## config.mk

```make
export PLATFORM = sky130hd
export DESIGN_NAME = program_loader_flat
export DESIGN_NICKNAME = d
export VERILOG_FILES = /design/src/rtl/program_loader_if.sv /design/src/rtl/program_loader.sv /design/src/flat_wrapper.sv
export SDC_FILE = /design/constraint.sdc
export NUM_CORES = 1
export LEC_CHECK = 0
export BUFFER_PORTS_ARGS = -buffer_cell sky130_fd_sc_hd__buf_4
export CORE_MARGIN = 3
export CORE_UTILIZATION = 45
export CTS_CLUSTER_DIAMETER = 200
export DETAILED_ROUTE_END_ITERATION = 7
export PLACE_DENSITY_LB_ADDON = 0.2
export SYNTH_ARGS = -nofsm -noshare
export SYNTH_HDL_FRONTEND = slang
export SYNTH_SLANG_ARGS = --single-unit
```

## constraint.sdc

```tcl
create_clock -name clk -period 6.4 [get_ports clk]
set_input_delay 0.32 -clock clk [delete_from_list [all_inputs] [get_ports clk]]
set_output_delay 0.32 -clock clk [all_outputs]
set_load 0.01 [all_outputs]
```

## src/rtl/program_loader_if.sv

```systemverilog
`default_nettype none
// =============================================================================
// Module      : program_loader_if
// Description : Host word stream, IM write port and CPU launch controls of
//               the program loader, bundled for the loader and its host.
// Revision    : 1.0 - initial release
// =============================================================================
interface program_loader_if #(
  parameter int CNT_W = 5
);
  logic             load_req;
  logic             word_valid;
  logic [15:0]      word_data;
  logic             word_last;
  logic             word_ready;
  logic             im_en_write;
  logic [15:0]      im_data_in;
  logic             cpu_reset;
  logic             cpu_start;
  logic             busy;
  logic             done;
  logic             overflow;
  logic [CNT_W-1:0] word_count;

  modport master (
    output load_req, word_valid, word_data, word_last,
    input  word_ready, im_en_write, im_data_in, cpu_reset, cpu_start,
           busy, done, overflow, word_count
  );

  modport slave (
    input  load_req, word_valid, word_data, word_last,
    output word_ready, im_en_write, im_data_in, cpu_reset, cpu_start,
           busy, done, overflow, word_count
  );
endinterface
`default_nettype wire

```

## src/rtl/program_loader.sv

```systemverilog
`default_nettype none
// =============================================================================
// Module      : program_loader
// Description : Buffers a host program in a FIFO, replays it to IM as one
//               gap-free burst, then launches the CPU. Optional macro
//               PROGRAM_LOADER_HALT_APPEND_EN appends an HLT (16'h0000) beat.
// Revision    : 1.0 - initial release
// =============================================================================
module program_loader #(
  parameter int DEPTH = 16,
  parameter int CNT_W = $clog2(DEPTH + 1)
) (
  input  logic             clk,
  input  logic             reset,
  program_loader_if.slave  bus
);

  localparam int               c_ptr_w = $clog2(DEPTH);
  localparam logic [CNT_W-1:0] c_one   = CNT_W'(1);
  localparam logic [CNT_W-1:0] c_full  = CNT_W'(DEPTH);
  localparam logic [CNT_W-1:0] c_last  = CNT_W'(DEPTH - 1);

  typedef enum logic [2:0] {
    S_IDLE    = 3'd0,
    S_COLLECT = 3'd1,
    S_BURST   = 3'd2,
    S_LAUNCH  = 3'd3,
    S_RUN     = 3'd4,
    S_ERROR   = 3'd5
  } state_t;

  state_t             r_state;
  state_t             w_next_state;
  logic [15:0]        r_mem [DEPTH];
  logic [c_ptr_w-1:0] r_wr_ptr;
  logic [c_ptr_w-1:0] r_rd_ptr;
  logic [CNT_W-1:0]   r_fifo_count;
  logic [CNT_W-1:0]   r_word_count;
  logic [CNT_W-1:0]   r_burst_idx;
  logic [CNT_W-1:0]   w_burst_last;
  logic               w_halt_beat;
  logic               w_push;
  logic               w_pop;
  logic               w_flush;
  logic               w_clr_count;
  logic               w_word_ready;
  logic               w_im_en_write;
  logic [15:0]        w_im_data_in;
  logic               w_cpu_reset;
  logic               w_cpu_start;
  logic               w_busy;
  logic               w_done;
  logic               w_overflow;

`ifdef PROGRAM_LOADER_HALT_APPEND_EN
  // One extra beat past the stored words carries the HLT opcode.
  assign w_burst_last = r_word_count;
  assign w_halt_beat  = (r_burst_idx == r_word_count);
`else
  assign w_burst_last = r_word_count - c_one;
  assign w_halt_beat  = 1'b0;
`endif

  always_ff @(posedge clk) begin
    if (reset) r_state <= S_IDLE;
    else       r_state <= w_next_state;
  end

  always_comb begin
    w_next_state  = r_state;
    w_push        = 1'b0;
    w_pop         = 1'b0;
    w_flush       = 1'b0;
    w_clr_count   = 1'b0;
    w_word_ready  = 1'b0;
    w_im_en_write = 1'b0;
    w_im_data_in  = 16'h0000;
    w_cpu_reset   = 1'b1;
    w_cpu_start   = 1'b0;
    w_busy        = 1'b0;
    w_done        = 1'b0;
    w_overflow    = 1'b0;
    case (r_state)
      S_IDLE: begin
        if (bus.load_req) begin
          w_next_state = S_COLLECT;
          w_flush      = 1'b1;
          w_clr_count  = 1'b1;
        end
      end
      S_COLLECT: begin
        w_busy       = 1'b1;
        w_word_ready = (r_fifo_count != c_full);
        if (bus.load_req) begin
          w_flush     = 1'b1;
          w_clr_count = 1'b1;
        end else if (bus.word_valid && w_word_ready) begin
          w_push = 1'b1;
          if (bus.word_last) begin
            w_next_state = S_BURST;
          end else if (r_fifo_count == c_last) begin
            w_next_state = S_ERROR;
            w_flush      = 1'b1;
          end
        end
      end
      S_BURST: begin
        w_busy        = 1'b1;
        w_cpu_reset   = 1'b0;
        w_im_en_write = 1'b1;
        w_pop         = !w_halt_beat;
        w_im_data_in  = w_halt_beat ? 16'h0000 : r_mem[r_rd_ptr];
        if (r_burst_idx == w_burst_last) w_next_state = S_LAUNCH;
      end
      S_LAUNCH: begin
        w_busy       = 1'b1;
        w_cpu_start  = 1'b1;
        w_next_state = S_RUN;
      end
      S_RUN: begin
        w_cpu_reset = 1'b0;
        w_cpu_start = 1'b1;
        w_done      = 1'b1;
        if (bus.load_req) begin
          w_next_state = S_COLLECT;
          w_flush      = 1'b1;
          w_clr_count  = 1'b1;
        end
      end
      S_ERROR: begin
        w_overflow = 1'b1;
        if (bus.load_req) begin
          w_next_state = S_COLLECT;
          w_flush      = 1'b1;
          w_clr_count  = 1'b1;
        end
      end
      default: w_next_state = S_IDLE;
    endcase
  end

  // Storage carries no reset; validity is tracked by the pointers alone.
  always_ff @(posedge clk) begin
    if (w_push) r_mem[r_wr_ptr] <= bus.word_data;
  end

  always_ff @(posedge clk) begin
    if (reset || w_flush) begin
      r_wr_ptr     <= '0;
      r_rd_ptr     <= '0;
      r_fifo_count <= '0;
    end else if (w_push) begin
      r_wr_ptr     <= r_wr_ptr + 1'b1;
      r_fifo_count <= r_fifo_count + c_one;
    end else if (w_pop) begin
      r_rd_ptr     <= r_rd_ptr + 1'b1;
      r_fifo_count <= r_fifo_count - c_one;
    end
  end

  always_ff @(posedge clk) begin
    if (reset || w_clr_count) r_word_count <= '0;
    else if (w_push)          r_word_count <= r_word_count + c_one;
  end

  always_ff @(posedge clk) begin
    if (reset || (r_state != S_BURST)) r_burst_idx <= '0;
    else                                r_burst_idx <= r_burst_idx + c_one;
  end

  assign bus.word_ready  = w_word_ready;
  assign bus.im_en_write = w_im_en_write;
  assign bus.im_data_in  = w_im_data_in;
  assign bus.cpu_reset   = w_cpu_reset;
  assign bus.cpu_start   = w_cpu_start;
  assign bus.busy        = w_busy;
  assign bus.done        = w_done;
  assign bus.overflow    = w_overflow;
  assign bus.word_count  = r_word_count;

endmodule
`default_nettype wire

```

## src/flat_wrapper.sv

```systemverilog
// flat-port wrapper written by rule: the top's interface ports become plain ports
module program_loader_flat 
#(
  parameter int DEPTH = 16,
  parameter int CNT_W = $clog2(DEPTH + 1)
)
  (clk, reset, bus_load_req, bus_word_valid, bus_word_data, bus_word_last, bus_word_ready, bus_im_en_write, bus_im_data_in, bus_cpu_reset, bus_cpu_start, bus_busy, bus_done, bus_overflow, bus_word_count);
  program_loader_if #(.CNT_W(CNT_W)) bus_i ();
  input  logic clk;
  input  logic reset;
  input wire logic [$bits(bus_i.load_req)-1:0] bus_load_req;
  input wire logic [$bits(bus_i.word_valid)-1:0] bus_word_valid;
  input wire logic [$bits(bus_i.word_data)-1:0] bus_word_data;
  input wire logic [$bits(bus_i.word_last)-1:0] bus_word_last;
  output wire logic [$bits(bus_i.word_ready)-1:0] bus_word_ready;
  output wire logic [$bits(bus_i.im_en_write)-1:0] bus_im_en_write;
  output wire logic [$bits(bus_i.im_data_in)-1:0] bus_im_data_in;
  output wire logic [$bits(bus_i.cpu_reset)-1:0] bus_cpu_reset;
  output wire logic [$bits(bus_i.cpu_start)-1:0] bus_cpu_start;
  output wire logic [$bits(bus_i.busy)-1:0] bus_busy;
  output wire logic [$bits(bus_i.done)-1:0] bus_done;
  output wire logic [$bits(bus_i.overflow)-1:0] bus_overflow;
  output wire logic [$bits(bus_i.word_count)-1:0] bus_word_count;
  assign bus_i.load_req = bus_load_req;
  assign bus_i.word_valid = bus_word_valid;
  assign bus_i.word_data = bus_word_data;
  assign bus_i.word_last = bus_word_last;
  assign bus_word_ready = bus_i.word_ready;
  assign bus_im_en_write = bus_i.im_en_write;
  assign bus_im_data_in = bus_i.im_data_in;
  assign bus_cpu_reset = bus_i.cpu_reset;
  assign bus_cpu_start = bus_i.cpu_start;
  assign bus_busy = bus_i.busy;
  assign bus_done = bus_i.done;
  assign bus_overflow = bus_i.overflow;
  assign bus_word_count = bus_i.word_count;
  program_loader #(.DEPTH(DEPTH), .CNT_W(CNT_W)) u_core (.clk(clk), .reset(reset), .bus(bus_i));
endmodule
```

; Yosys cells after proc, flatten, opt, wreduce, memory -nomap -nowiden
; Memories as Yosys holds them, arrays and structs flattened. A register that Yosys moved wholly into a read port is not among the register bits.
; Cells that the tools add are included.
[op_classes]
n_addsub = 7
eq_ne = 14
n_mux = 31
bitwise = 1
n_reduce_logical = 13
[ops]
columns = op, n
row1 = $mux W1, 18
row2 = $mux W3, 6
row3 = $mux W16, 1
row4 = $add A5 B1 Y5 const B, 3
row5 = $pmux W3 S4, 1
row6 = $mux W5, 2
row7 = $sub A5 B1 Y5 const B, 2
row8 = $add A4 B1 Y4 const B, 2
row9 = $mux W4, 2
row10 = $eq A3 B2 Y1 const B, 2
row11 = $eq A3 B3 Y1 const B, 2
row12 = $ne A2 B1 Y1 const B, 3
row13 = $ne A3 B2 Y1 const B, 2
row14 = $reduce_or A3 Y1, 2
row15 = $eq A5 B4 Y1 const B, 1
row16 = $eq A5 B5 Y1, 1
row17 = $ne A5 B5 Y1 const B, 1
row18 = $reduce_and A5 Y1, 1
row19 = $reduce_or A2 Y1, 2
row20 = $reduce_or A4 Y1, 1
row21 = $eq A3 B1 Y1 const B, 1
row22 = $logic_not A3 Y1, 1
row23 = $logic_or A1 B1 Y1, 3
row24 = $ne A2 B2 Y1 const B, 1
row25 = 5 further kinds, 5
[totals]
ff_bits = 26
ram_bits = 256
in_bits = 21
out_inout_bits = 28
wordCells = 73
memories = 1
[memory_table]
columns = memory, depth, word_bits, rd, rd_clocked_by_memory_dff, wr, line
row1 = u_core.r_mem, 16, 16, 1, 1, 1, program_loader.sv:34  ; logic [15:0] r_mem [DEPTH];

; Longest topological paths before layout
[depth]
word_depth = 9
depth_mapped = 11
depth_no_buf = 9

; Worst setup path after synthesis
; No wires, ideal clock.
[synth_path]
path_type = reg-to-reg
from = register u_core.r_state[0]
to = memory u_core.r_mem[2][0], enable pin
setup_ps = 409
arrival_time_ps = 2576
required_time_ps = 5991
path_slack_ps = 3415
path_stages_with_launch = 7
n_path_buf = 2
synth_period_minus_slack_ps = 2985
path_cell_list = dfxtp_1 > buf_2 > nand4bb_1 > a211oi_2 > buf_2 > nand2_1 > nor3_1
[synth_via]
elab_chain_cells = 4
[synth_rtl]
columns = item, line
row1 = "start, declared", program_loader.sv:32  ; state_t r_state;
row2 = "start signal, assigned", program_loader.sv:66  ; else r_state <= w_next_state;
row3 = $eq A3 B1 Y1, program_loader.sv:83  ; case (r_state)
row4 = $mux W1, program_loader.sv:83
row5 = via u_core.w_push, program_loader.sv:42  ; logic w_push;
row6 = $mux W1, program_loader.sv:144  ; if (w_push) r_mem[r_wr_ptr] <= bus.word_data;
row7 = $mux W1 (implied by the code), program_loader.sv:144
row8 = "end, declared", program_loader.sv:34
; The timed path passes the listed nets, and every way through them passes these cells.

==> out/qor.csv <==
metric,value,unit
cts.htree.levels,1,
core_area,24700,µm²
dieWidth,166,µm
finalSetupViolCount,0,
stdcell_count,984,
max_cap_violations,0,
drv_slew,0,
finalNetCount,674,
root_buffer,clkbuf_16,
grt_pass1_wl,35700,µm
whs,58.7,ps
dp.cells,932,
setup_tns,0,ps
synth_flop_cell,edfxtp_1,
yosysUniqueCellTypes,47,
ioPinCount,49,
drc,0,
drive_gt1_share,26.2,%
drt_iter0_drc,356,
cts_made_buffers,29,
rows,57,
synth_cells,571,
async_flop_share,0,%
area_delta_synth_final,13.9,%
cts_resized,0,
p_seq_share,56.4,%
via_per_inst,5.61,
die_area,27500,µm²
clk_latency,550,ps
rsz0062_at_grt,no,
postRouteAntennaNets,0,
clkPwrFrac,40.9,%
max_freq,268,MHz
cts_tree,built,
p_sw_share,19.9,%
critPathKind,reg2out,
status,"complete, no violations",
power_frac_comb,2.7,%
cp.required,6080,ps
grt_max_degree,65,
yosysSeqAreaShare,72.0,%
dpl.hpwl,13400,µm
hold_path_class,in2reg,
leakage,4.22,nW
cts_sinks,286,
min_period,3730,ps
cts_buffer_depth,3,
numPortBuffers,48,
synth_edf_count,256,
grt_pass1_vias,5791,
netlist_area,11500,µm²
gr-usage-all-layers,17.0,%
start_kind,flip-flop,
power_switching,0.723,mW
antenna_found_initial,0,
worst-slew-pin-transition,1200,ps
worstPathArrival,3410,ps
p_total,3.63,mW
final_area,13100,µm²
powerDensity,277,nW/µm²
yosysTopAreaCell,edfxtp_1,
syn_nets,605,
yosys_warnings,0,
synth_top_cell_area_share,66.8,%
skew,22.4,ps
finalWirelength,23600,µm
n_fill_cell,1915,
post-route-period-util,58.2,%
path_max_fanout,41,
p_int,2.91,mW
max_slew_margin,19.6,%
cp-end-kind,primary output,
clkTransAtPathRegs,60,ps
wire_per_inst,24.0,µm
diodes,0,
drtPass1Iterations,4,
floorplan.die.height,166,µm
ys_seq_elements,286,
max-vdd-ir-drop,0.174,mV
synth_top_cells_by_area,"edfxtp_1, mux4_2, mux4_1",
avgSynthCellArea,20.2,µm²
final_hold_viol_count,0,
dpl-instance-area,12300,µm²
vias,5525,
grt_overflow,0,
place_congestion,0.750,
start_util,46.5,%
## power groups by stage
stage	logic [mW]	registers (mW)	clock network (mW)
6_report	0.0968	2.05	1.49
3_3_place_gp	0.0933	2.08	0
3_5_place_dp	0.0976	2.09	0
2_1_floorplan	0.0534	2.08	0
5_1_grt	0.107	2.05	1.59
4_1_cts	0.0983	2.05	1.52
## through the flow
| step | utilization [%] | worst slack, ps |
|---|---|---|
| floorplan | - | 3410 |
| global placement | 49.6 | 3200 |
| detailed placement | 49.6 | 3160 |
| CTS | 53.0 | 2590 |
| global route | 53.0 | 2470 |
| finish | 53.0 | 2670 |
## synth_stat cells (all sizes together), types with 2 or more instances
master  count
o21ai       5
mux2i       3
dfxtp      30
edfxtp    256
nand4       5
buf        24
nor2b       5
mux4       80
xnor2      11
clkbuf      4
a211oi      2
nand2b      3
nor3       12
and2       19
inv        12
nor4b       2
a21oi       6
nand3       3
nand2      12
xor2       10
nor2       36
ha         12
and3        2
## path summary, 6_finish.rpt
check	depth (start not counted)	startpoint	end	slack, ps
setup / recovery	5	flip-flop	bus_im_data_in[13]	2670
hold / removal	1	bus_word_data[11]	u_core.r_mem[12][11]	60
setup reg to reg	5	u_core.r_state[0]	u_core.r_mem[5][0]	3700
hold reg to reg	2	u_core.r_rd_ptr[1]	u_core.r_rd_ptr[1]	510
## area by class of cell
type	count	area, µm²	share of cell area [%]
repair buffers	67	505	3.86
multi-input cells	244	3040	23.2
inverters	12	45.0	0.344
flip-flops and latches	286	8290	63.3
clock buffers	37	756	5.77
clock inverters	14	65.1	0.496
well taps	324	405	3.09
## repair_timing
item | 4_1_cts | 5_1_grt
endpoints found under the hold margin | 6 | 0
buffers inserted | 0 | 0
hold buffers | 1 | 0
## placed cells by master (no fill, tap or decap), types with 11 or more instances in the layout
master | synthesis | final
clkbuf_16 | 0 | 29
xnor2_1 | 11 | 11
inv_1 | 11 | 11
dfxtp_1 | 30 | 28
edfxtp_1 | 256 | 256
nor2_2 | 0 | 12
nor2_1 | 36 | 24
mux4_2 | 50 | 50
mux4_1 | 30 | 30
and2_1 | 19 | 19
buf_4 | 3 | 66
ha_1 | 12 | 12
nand2_1 | 12 | 12
## cells by family (layout without fill, tap and decap cells)
| group | count (synthesis) | count (layout) | synth area share, % |
|---|---|---|---|
| DFF | 286 | 286 | 72.0 |
| and+or+nand+nor | 104 | 104 | 4.59 |
| xor gates and xnor gates | 21 | 21 | 1.60 |
| buffers and inverters | 41 | 130 | 2.05 |
| muxes | 83 | 83 | 16.9 |
| AOI/OAI and AO/OA | 23 | 23 | 1.38 |
| adders and majority gates | 13 | 13 | 1.48 |
## registers in the layout (all words and copies together), names as in the netlist, named ones only
signal	count
u_core.r_mem	256
u_core.r_rd_ptr	4
u_core.r_burst_idx	5
u_core.r_fifo_count	5
u_core.r_state	3
u_core.bus.word_count	5
u_core.r_wr_ptr	4
## worst max-delay path, cell delays in order, from the launching register on
cell,delay (ps)
dfxtp_4,900
buf_4,530
mux4_1,630
mux4_2,460
and2_1,180
buf_4,140
## routing by layer
metal	up-vias	share of wire [%]	GRT usage [%]
li1	2458	-	-
met4	0	2.2	4.56
met1	2885	42	22.7
met5	-	0	0
met2	143	50	28.9
met3	39	5.9	3.67
Power figures use the tool's default switching activity.
